===== src/rtl/bg_pixel_fetch.sv =====
// bg_pixel_fetch: background frame RAM read side feeding the VGA display
// Ports:
//    clk_vga, rst                 pixel clock, synchronous active-high reset
//    frame_start, addr_ena        display timing: frame pulse, picture-window enable
//    scroll_x                     horizontal scroll in columns, latched on frame_start
//    ram_addr, ram_rd, ram_dout   pixel BRAM read port (data RAM_LAT cycles after ram_rd)
//    color_data_out, color_valid  fetched RGB565 pixel and its strobe
//    line_done, frame_done        one-cycle completion pulses
//    err_overrun                  sticky: fetch request after frame end or illegal scroll
module bg_pixel_fetch #(
   parameter int IMG_W   = 640,
   parameter int IMG_H   = 480,
   parameter int ADDR_W  = 19,
   parameter int RAM_LAT = 1
) (
   input  logic              clk_vga,
   input  logic              rst,
   input  logic              frame_start,
   input  logic              addr_ena,
   input  logic [11:0]       scroll_x,
   output logic [ADDR_W-1:0] ram_addr,
   output logic              ram_rd,
   input  logic [15:0]       ram_dout,
   output logic [15:0]       color_data_out,
   output logic              color_valid,
   output logic              line_done,
   output logic              frame_done,
   output logic              err_overrun
);
   localparam int CW = IMG_W > 1 ? $clog2(IMG_W) : 1;
   localparam int RW = IMG_H > 1 ? $clog2(IMG_H) : 1;
   localparam logic [12:0]       W1 = 13'(IMG_W);
   localparam logic [12:0]       W2 = 13'(2 * IMG_W);
   localparam logic [CW-1:0]     CL = CW'(IMG_W - 1);
   localparam logic [RW-1:0]     RL = RW'(IMG_H - 1);
   localparam logic [ADDR_W-1:0] AW = ADDR_W'(IMG_W);

   typedef enum logic [1:0] {IDLE, ACTIVE, DONE} state_t;

   state_t              state_q, state_d;
   logic [CW-1:0]       s_q, s_d, col_q, col_d;
   logic [RW-1:0]       row_q, row_d;
   logic [ADDR_W-1:0]   base_q, base_d, addr_q, addr_d;
   logic                rd_q, rd_d, ena_q, ena_d, ld_q, ld_d, fd_q, fd_d, err_q, err_d;
   logic [RAM_LAT-1:0]  vld_q;
   logic [15:0]         color_q;
   logic                cv_q;
   logic [12:0]         sx;

   always_comb begin
      state_d = state_q;
      s_d     = s_q;
      col_d   = col_q;
      row_d   = row_q;
      base_d  = base_q;
      addr_d  = addr_q;
      err_d   = err_q;
      rd_d    = 1'b0;
      ena_d   = 1'b0;
      ld_d    = 1'b0;
      fd_d    = 1'b0;
      sx      = {1'b0, scroll_x};
      if (frame_start) begin
         // frame_start beats a coincident addr_ena; the pipeline is left untouched
         state_d = ACTIVE;
         row_d   = '0;
         base_d  = '0;
         s_d     = CW'(sx < W1 ? sx : sx < W2 ? sx - W1 : 13'd0);
         col_d   = s_d;
         err_d   = err_q | (sx >= W2);
      end else if (state_q == ACTIVE) begin
         // ena_q only tracks issued fetches, so a line ends only after real fetches
         ena_d = addr_ena;
         if (addr_ena) begin
            rd_d   = 1'b1;
            addr_d = base_q + ADDR_W'(col_q);
            col_d  = col_q == CL ? '0 : col_q + 1'b1;
         end else if (ena_q) begin
            col_d  = s_q;
            ld_d   = 1'b1;
            row_d  = row_q + 1'b1;
            base_d = base_q + AW;
            fd_d   = row_q == RL;
            state_d = row_q == RL ? DONE : ACTIVE;
         end
      end else if (state_q == DONE && addr_ena) begin
         err_d = 1'b1;
      end
   end

   always_ff @(posedge clk_vga) begin
      if (rst) begin
         state_q <= IDLE;
         s_q     <= '0;
         col_q   <= '0;
         row_q   <= '0;
         base_q  <= '0;
         addr_q  <= '0;
         rd_q    <= 1'b0;
         ena_q   <= 1'b0;
         ld_q    <= 1'b0;
         fd_q    <= 1'b0;
         err_q   <= 1'b0;
         vld_q   <= '0;
         color_q <= '0;
         cv_q    <= 1'b0;
      end else begin
         state_q <= state_d;
         s_q     <= s_d;
         col_q   <= col_d;
         row_q   <= row_d;
         base_q  <= base_d;
         addr_q  <= addr_d;
         rd_q    <= rd_d;
         ena_q   <= ena_d;
         ld_q    <= ld_d;
         fd_q    <= fd_d;
         err_q   <= err_d;
         // valid bit travels alongside the RAM read so it lines up with ram_dout
         vld_q   <= RAM_LAT'({vld_q, rd_q});
         cv_q    <= vld_q[RAM_LAT-1];
         color_q <= vld_q[RAM_LAT-1] ? ram_dout : 16'd0;
      end
   end

   assign ram_addr       = addr_q;
   assign ram_rd         = rd_q;
   assign color_data_out = color_q;
   assign color_valid    = cv_q;
   assign line_done      = ld_q;
   assign frame_done     = fd_q;
   assign err_overrun    = err_q;
endmodule


===== config.mk =====
export PLATFORM = sky130hd
export DESIGN_NAME = bg_pixel_fetch
export DESIGN_NICKNAME = d
export VERILOG_FILES = /design/src/rtl/bg_pixel_fetch.sv
export SDC_FILE = /design/constraint.sdc
export NUM_CORES = 1
export LEC_CHECK = 0
export CORE_ASPECT_RATIO = 0.9
export CORE_MARGIN = 3
export CORE_UTILIZATION = 28
export DETAILED_ROUTE_END_ITERATION = 7
export GPL_TIMING_DRIVEN = 0
export PLACE_DENSITY = 0.46
export SYNTH_ARGS = -nofsm -noshare
export SYNTH_HDL_FRONTEND = slang
export SYNTH_SLANG_ARGS = --single-unit

===== constraint.sdc =====
create_clock -name clk_vga -period 5.5 [get_ports clk_vga]
set_clock_uncertainty 0.15 [all_clocks]
set_input_delay 1.1 -clock clk_vga [delete_from_list [all_inputs] [get_ports clk_vga]]
set_output_delay 1.1 -clock clk_vga [all_outputs]
set_load 0.01 [all_outputs]

==> impl_results.rst, run 1 <==
.. list-table::
   :header-rows: 1

   * - Metric
     - Value
   * - Total instance count after detailed placement
     - 643
   * - Nets@finish
     - 535
   * - Fmax
     - 0.331 GHz
   * - Maximum number of pins on one net before global-route repair
     - 15
   * - Final worst path period need
     - 3.02 ns
   * - Post_cts resized
     - 0
   * - Synth warnings
     - 0
   * - Total clock buffers created by CTS
     - 9
   * - Startpoint Class
     - primary input
   * - Htree depth
     - 3
   * - Die Width
     - 126 um
   * - Post-route insts no fill
     - 659
   * - Power density over the cells
     - 276 mW/mm^2
   * - List of cells traversed by the critical path
     - clkdlybuf4s50_1 > buf_2 > nor2_1 > o21ai_1 > o221ai_1 > a21oi_1 > a211oi_1
   * - DRT iter0 DRCs
     - 185
   * - Avg Synthesized Cell Area
     - 8.76 um^2
   * - Max capacitance violation total
     - 0
   * - Reg clk slew, reported paths
     - 0.06 ns
   * - End point of the critical path
     - col_q[8]
   * - Skew-Pair Late Insertion Delay
     - 0.33 ns
   * - Number of cell rows
     - 38
   * - Number of different library cells in the post-synthesis netlist
     - 53
   * - Die height
     - 114 um
   * - Length in cells of the worst reg-to-reg path
     - 8
   * - Final weighted congestion in routability-driven placement
     - 0.789
   * - Tightest Pin Transition
     - 0.804 ns
   * - Total setup violations reported at the end of the flow
     - 0
   * - Port Buf Inserts
     - 68
   * - Post-route DRC
     - 0
   * - Synth area leaders
     - sky130_fd_sc_hd__dfxtp_1, sky130_fd_sc_hd__nor2_1, sky130_fd_sc_hd__nand2_1
   * - Proportion of layout cells with a drive suffix above 1
     - 5.81%
   * - Design Power
     - 0.00133 W
   * - Endpoint class of the critical path
     - flop
   * - P_leak
     - 1.64 nW
   * - Total wire length
     - 9510 um
   * - CTS root buf
     - sky130_fd_sc_hd__clkbuf_16
   * - Number of endpoints with negative hold slack in the final report
     - 0
   * - RSZ-0062 raised after global routing
     - false
   * - Routed via count
     - 3,133
   * - Primary flip-flop cell chosen by synthesis mapping
     - sky130_fd_sc_hd__dfxtp_1
   * - Critical R2R Launch
     - col_q[7]
   * - Detail-routed net length per standard cell
     - 14.4 um
   * - Worst min path class
     - reg2reg
   * - Final global-route overflow total
     - 0
   * - Global router's overall resource usage
     - 13.8%
   * - Remaining max-slew budget at the tightest pin
     - 46.1%
   * - Number of antenna violations at the first check in global routing
     - 0
   * - Post-DP HPWL
     - 7120 um
   * - Post-Route Hold Slack
     - 0.302 ns
   * - Data arrival, critical path
     - 3.07 ns
   * - First-pass GRT wire length
     - 16,000 um
   * - Biggest area consumer among synthesized cells
     - sky130_fd_sc_hd__dfxtp_1
   * - Number of synthesized flops with an enable pin
     - 0
   * - Largest stage delay, worst path
     - 0.64 ns
   * - Setup_tns
     - 0 ns
   * - Number of global-route vias before repair
     - 3,140
   * - Crit Path Category
     - in2reg
   * - Detailed-router iteration count before antenna repair
     - 4
   * - Area Overhead vs Synth
     - 32.4%
   * - Beginning of the critical path
     - addr_ena
   * - Final slew viol count
     - 0
   * - Share of synthesized flip-flops with an asynchronous set or reset
     - 0%
   * - Synth Instances
     - 415
   * - Number of register bits inferred by synthesis
     - 84
   * - Mapped cell area
     - 0.00363 mm^2
   * - Result of the run
     - finished, final reports clean
   * - Reg-to-Reg End
     - ram_addr[15]
   * - Number of antenna-violating nets in the routed design
     - 0
   * - Setup slack of the worst register-to-register path
     - 3.27 ns
   * - VDD IR-drop max
     - 117 uV
   * - Initial core utilization
     - 29.4%
   * - I/O pin count
     - 72
   * - Ant. Diodes
     - 0
   * - Quantity of hold-fixing buffers added after cts
     - 0
   * - Ratio of routed vias to standard cells
     - 4.75
   * - Required time worst endpoint
     - 5.55 ns
   * - Period Utilization, post-route
     - 54.9%
   * - Crit path depth
     - 7
   * - TritonCTS clock tree
     - yes
   * - Standard cell core area
     - 0.0124 mm^2
   * - Number of setup buffers added after CTS
     - 0
   * - Buffers & Inverters on Critical Path
     - 2
   * - Sequential cell area fraction in the yosys report
     - 46.3%
   * - Critical path's top delay family
     - compound AO/OA/AOI/OAI gates
   * - Die area
     - 0.0144 mm^2
   * - CTS sink cnt
     - 84
   * - Critical-path top delay cell
     - sky130_fd_sc_hd__o21ai_1
   * - Worst-case clock buffer depth
     - 2
   * - Share of the synthesized area in the top cell type
     - 46.3%
   * - Net count of the mapped netlist
     - 456
   * - Maximum fanout count along the critical path
     - 10
cell usage in the layout (no fill, tap or decap), drive strengths merged, types with 10 or more instances in the layout:
master / count
nor3: 15
nand2: 44
and2: 17
dfxtp: 84
clkdlybuf4s50: 68
nor2: 51
xnor2: 17
clkbuf: 23
a21oi: 29
o21ai: 17
inv: 10
flip-flops by register name, indices dropped and copies added (netlist names), 2 cells and up:
signal and count:
s_q 10, color_data_out 16, base_q 12, col_q 10, ram_addr 19, row_q 9, state_q 2
cell type report:
cell class	count	area, um^2
Buffer	20	91.3
Clock buffer	11	233
Clock inverter	5	62.6
Fill cell	1277	7550
Inverter	11	41.3
Multi-Input combinational cell	300	1820
Sequential cell	84	1680
Tap cell	160	200
Timing Repair Buffer	68	681
logic make-up after synthesis:
kind of cell | Yosys count | share of synthesized area, %
simple gates | 177 | 24.6
xor+xnor | 25 | 6.02
buf+inv | 31 | 3.65
compound gates | 89 | 16.1
fa+ha+maj | 9 | 3.30
flops | 84 | 46.3
per-layer routing:
| layer | vias to the layer above | GRT usage, % | part of all wire, % |
|---|---|---|---|
| met5 | - | 0 | 0 |
| met3 | 4 | 3.64 | 3.6 |
| met2 | 58 | 22.1 | 48 |
| met4 | 0 | 3.50 | 0.72 |
| met1 | 1458 | 18.6 | 48 |
| li1 | 1613 | - | - |
worst min path at each step:
stage	slack, ns	endpoint	from	cells past startpoint
after global routing	0.33	ram_addr[3]	ram_addr[3]	2
after detailed placement	0.30	ram_addr[5]	ram_addr[5]	2
final	0.30	ram_addr[3]	ram_addr[3]	2
after global placement	0.30	ram_addr[9]	ram_addr[9]	2
after CTS	0.30	ram_addr[5]	ram_addr[5]	2
after floorplan	0.30	s_q[0]	s_q[0]	1
cells in the mapped netlist, drive strengths merged, types with 4 or more instances:
cell type,count
nor3,15
ha,8
o21ai,17
buf,8
a22o,7
dfxtp,84
inv,10
nand2b,4
nor2b,7
and2,17
nor4,5
a221o,5
xor2,8
or3,8
a211oi,9
nand4,7
xnor2,17
clkbuf,12
nor2,51
nand3,8
a21oi,29
nand2,44
worst reg2reg max path, stage by stage, from the launching register on:
cell and delay [ns]:
sky130_fd_sc_hd__dfxtp_1 0.42, sky130_fd_sc_hd__ha_1 0.20, sky130_fd_sc_hd__inv_1 0.06, sky130_fd_sc_hd__fa_1 0.39, sky130_fd_sc_hd__nor2b_1 0.16, sky130_fd_sc_hd__nor2_1 0.09, sky130_fd_sc_hd__or2_2 0.29, sky130_fd_sc_hd__xor2_1 0.15
sky130_fd_sc_hd__a211oi_1 0.24
power breakdown:
part           internal, W  switching (W)
clock network     0.000354       0.000240
logic            0.0000502      0.0000557
registers         0.000620     0.00000971
total              0.00102       0.000305
through the flow:
stage / utilization (%) / worst slack [ns] / instance area [um^2]
after global routing: 38.9 / 2.29 / 4810
final: 38.9 / 2.48 / 4810
after detailed placement: 36.5 / 2.09 / 4520
after CTS: 38.9 / 2.45 / 4810
after floorplan: - / 2.91 / 3630
after global placement: 36.5 / 2.12 / 4520
Note: power is estimated with default switching activity, not from simulation.
==> inputs of run 2 (changes only) <==
clock period = 3 ns   (was 5.5 ns; I/O delays follow)
==> results of run 2 <==
The final DEF is identical to that of run 1. Status: finished, final reports clean.
Main changes from that run: setup slack after placement 2.09 ns -> 0.0947 ns; setup slack after layout 2.48 ns -> 0.480 ns; register-to-register setup slack 3.27 ns -> 0.77 ns; total power 0.00133 W -> 0.00244 W; worst IR drop on VDD 117 uV -> 214 uV
==> inputs of run 3 (changes only) <==
PLACE_DENSITY = 0.47   (was 0.46)
clock period = 2.2 ns   (was 3 ns; I/O delays follow)
==> impl_results.rst, run 3 (synthesis results as in run 1) <==
.. list-table::
   :header-rows: 1

   * - Metric
     - Value
   * - Result of the run
     - finished, final reports clean
   * - Number of antenna violations at the first check in global routing
     - 0
   * - Maximum fanout count along the critical path
     - 8
   * - Power density over the cells
     - 691 mW/mm^2
   * - Buffers & Inverters on Critical Path
     - 2
   * - Detail-routed net length per standard cell
     - 14.4 um
   * - Beginning of the critical path
     - addr_ena
   * - Max capacitance violation total
     - 0
   * - Switching component of the power
     - 0.000823 W
   * - RSZ-0062 raised after global routing
     - false
   * - Remaining max-slew budget at the tightest pin
     - 59.5%
   * - Die area
     - 0.0144 mm^2
   * - Skew-Pair Late Insertion Delay
     - 0.34 ns
   * - I/O pin count
     - 72
   * - Fraction of power consumed by the clock network
     - 45.6%
   * - Seq pwr share
     - 46.3%
   * - Final global-route overflow total
     - 0
   * - Internal Power
     - 0.00258 W
   * - First-pass GRT wire length
     - 15,700 um
   * - Number of antenna-violating nets in the routed design
     - 0
   * - Required time worst endpoint
     - 2.26 ns
   * - Post-route insts no fill
     - 664
   * - Port Buf Inserts
     - 68
   * - Area Overhead vs Synth
     - 35.3%
   * - Crit Path Category
     - in2reg
   * - Ant. Diodes
     - 0
   * - Total clock buffers created by CTS
     - 9
   * - Routed via count
     - 3,168
   * - Post-route DRC
     - 0
   * - List of cells traversed by the critical path
     - clkdlybuf4s50_1 > and4bb_1 > buf_6 > nand4_4 > or4b_4 > a21oi_1 > nor2_1
   * - Largest stage delay, worst path
     - 0.55 ns
   * - Die Width
     - 126 um
   * - Post-Route Hold Slack
     - 0.305 ns
   * - Post-DP HPWL
     - 7130 um
   * - Tightest Pin Transition
     - 0.600 ns
   * - CTS sink cnt
     - 84
   * - Worst min path class
     - reg2reg
   * - Standard cell core area
     - 0.0124 mm^2
   * - Number of cell rows
     - 38
   * - Design Power
     - 0.00340 W
   * - Reg-to-Reg End
     - state_q[0]
   * - Length in cells of the worst reg-to-reg path
     - 6
   * - Critical-path top delay cell
     - sky130_fd_sc_hd__or4b_4
   * - Number of endpoints with negative hold slack in the final report
     - 0
   * - CTS root buf
     - sky130_fd_sc_hd__clkbuf_16
   * - Number of global-route vias before repair
     - 3,091
   * - Period Utilization, post-route
     - 96.8%
   * - Final weighted congestion in routability-driven placement
     - 0.799
   * - End point of the critical path
     - state_q[0]
   * - Endpoint class of the critical path
     - flop
   * - Final slew viol count
     - 0
   * - Crit path depth
     - 7
   * - Largest register FFs
     - 19
   * - Total wire length
     - 9530 um
   * - Total instance count after detailed placement
     - 643
   * - Data arrival, critical path
     - 2.18 ns
   * - Setup slack of the worst register-to-register path
     - 0.17 ns
   * - VDD IR-drop max
     - 383 uV
   * - Maximum number of pins on one net before global-route repair
     - 17
   * - Startpoint Class
     - primary input
   * - Setup_tns
     - 0 ns
   * - Critical path's top delay family
     - simple AND/OR/NAND/NOR gates
   * - Initial core utilization
     - 29.4%
   * - Final worst path period need
     - 2.13 ns
   * - P_leak
     - 1.71 nW
   * - Reg clk slew, reported paths
     - 0.07 ns
   * - Proportion of layout cells with a drive suffix above 1
     - 10.3%
   * - Detailed-router iteration count before antenna repair
     - 4
   * - Fmax
     - 0.470 GHz
   * - Total setup violations reported at the end of the flow
     - 0
   * - Global router's overall resource usage
     - 13.5%
   * - Worst-case clock buffer depth
     - 2
   * - Critical R2R Launch
     - ram_rd
   * - Ratio of routed vias to standard cells
     - 4.77
   * - Combinational share of power
     - 8.1%
   * - Commonest non-fill, non-tap cell in the layout
     - sky130_fd_sc_hd__dfxtp_1
   * - Die height
     - 114 um
   * - Commonest non-fill, non-tap cells in the layout
     - sky130_fd_sc_hd__dfxtp_1, sky130_fd_sc_hd__clkdlybuf4s50_1, sky130_fd_sc_hd__nor2_1
   * - DRT iter0 DRCs
     - 135
   * - TritonCTS clock tree
     - yes
   * - Htree depth
     - 3
   * - Nets@finish
     - 540
   * - Sw frac
     - 24.2%
==> run 3: cell type report <==
class | instances | area, um^2
flip-flops and latches | 84 | 1690
inverters | 11 | 41.3
clock buffers | 9 | 225
plain buffers | 19 | 91.3
clock inverters | 7 | 78.8
multi-input cells | 300 | 1870
repair buffers | 74 | 726
fillers | 1283 | 7440
well taps | 160 | 200
==> run 3: worst min path at each step <==
| stage | startpoint | to | slack (ns) | cells after the start |
|---|---|---|---|---|
| after global routing | ram_addr[3] | ram_addr[3] | 0.33 | 2 |
| after global placement | ram_addr[1] | ram_addr[1] | 0.30 | 2 |
| after CTS | ram_addr[6] | ram_addr[6] | 0.31 | 2 |
| final | ram_addr[3] | ram_addr[3] | 0.30 | 2 |
| after floorplan | s_q[0] | s_q[0] | 0.30 | 1 |
| after detailed placement | ram_addr[6] | ram_addr[6] | 0.30 | 2 |
==> run 3: power by group through the flow <==
stage / clock, W / sequential, W / combinational (W)
after floorplan: 0 / 0.00161 / 0.000133
after global placement: 0 / 0.00161 / 0.000264
after detailed placement: 0 / 0.00161 / 0.000268
after CTS: 0.00160 / 0.00157 / 0.000273
after global routing: 0.00167 / 0.00158 / 0.000302
final: 0.00155 / 0.00157 / 0.000275
==> run 3: what timing repair did <==
item	CTS	global route
pin swaps	0	2
setup endpoints to repair	15	37
resized for setup	8	11
hold buffers	0	0
buffers inserted	0	6
==> run 3: metrics by stage <==
step,area (um^2),util [%],worst slack [ns]
detailed placement,4520,36.5,-0.508
floorplan,3630,-,0.184
global placement,4520,36.5,-0.514
CTS,4840,39.2,0.00539
global route,4920,39.8,0.00373
finish,4920,39.8,0.0712
==> run 3: per-layer routing <==
metal | global-route usage (%) | share of wire, % | up-vias
met3 | 3.40 | 3.7 | 4
met4 | 3.79 | 0.85 | 0
met5 | 0 | 0 | -
li1 | - | - | 1627
met1 | 17.7 | 49 | 1489
met2 | 22.3 | 46 | 48
==> run 3: worst min-delay path, delay by kind of cell (launching register included) <==
kind               cells  cell delay [ns]
DFF                    1             0.31
and+or+nand+nor        1             0.05
AOI/OAI and AO/OA      1             0.05
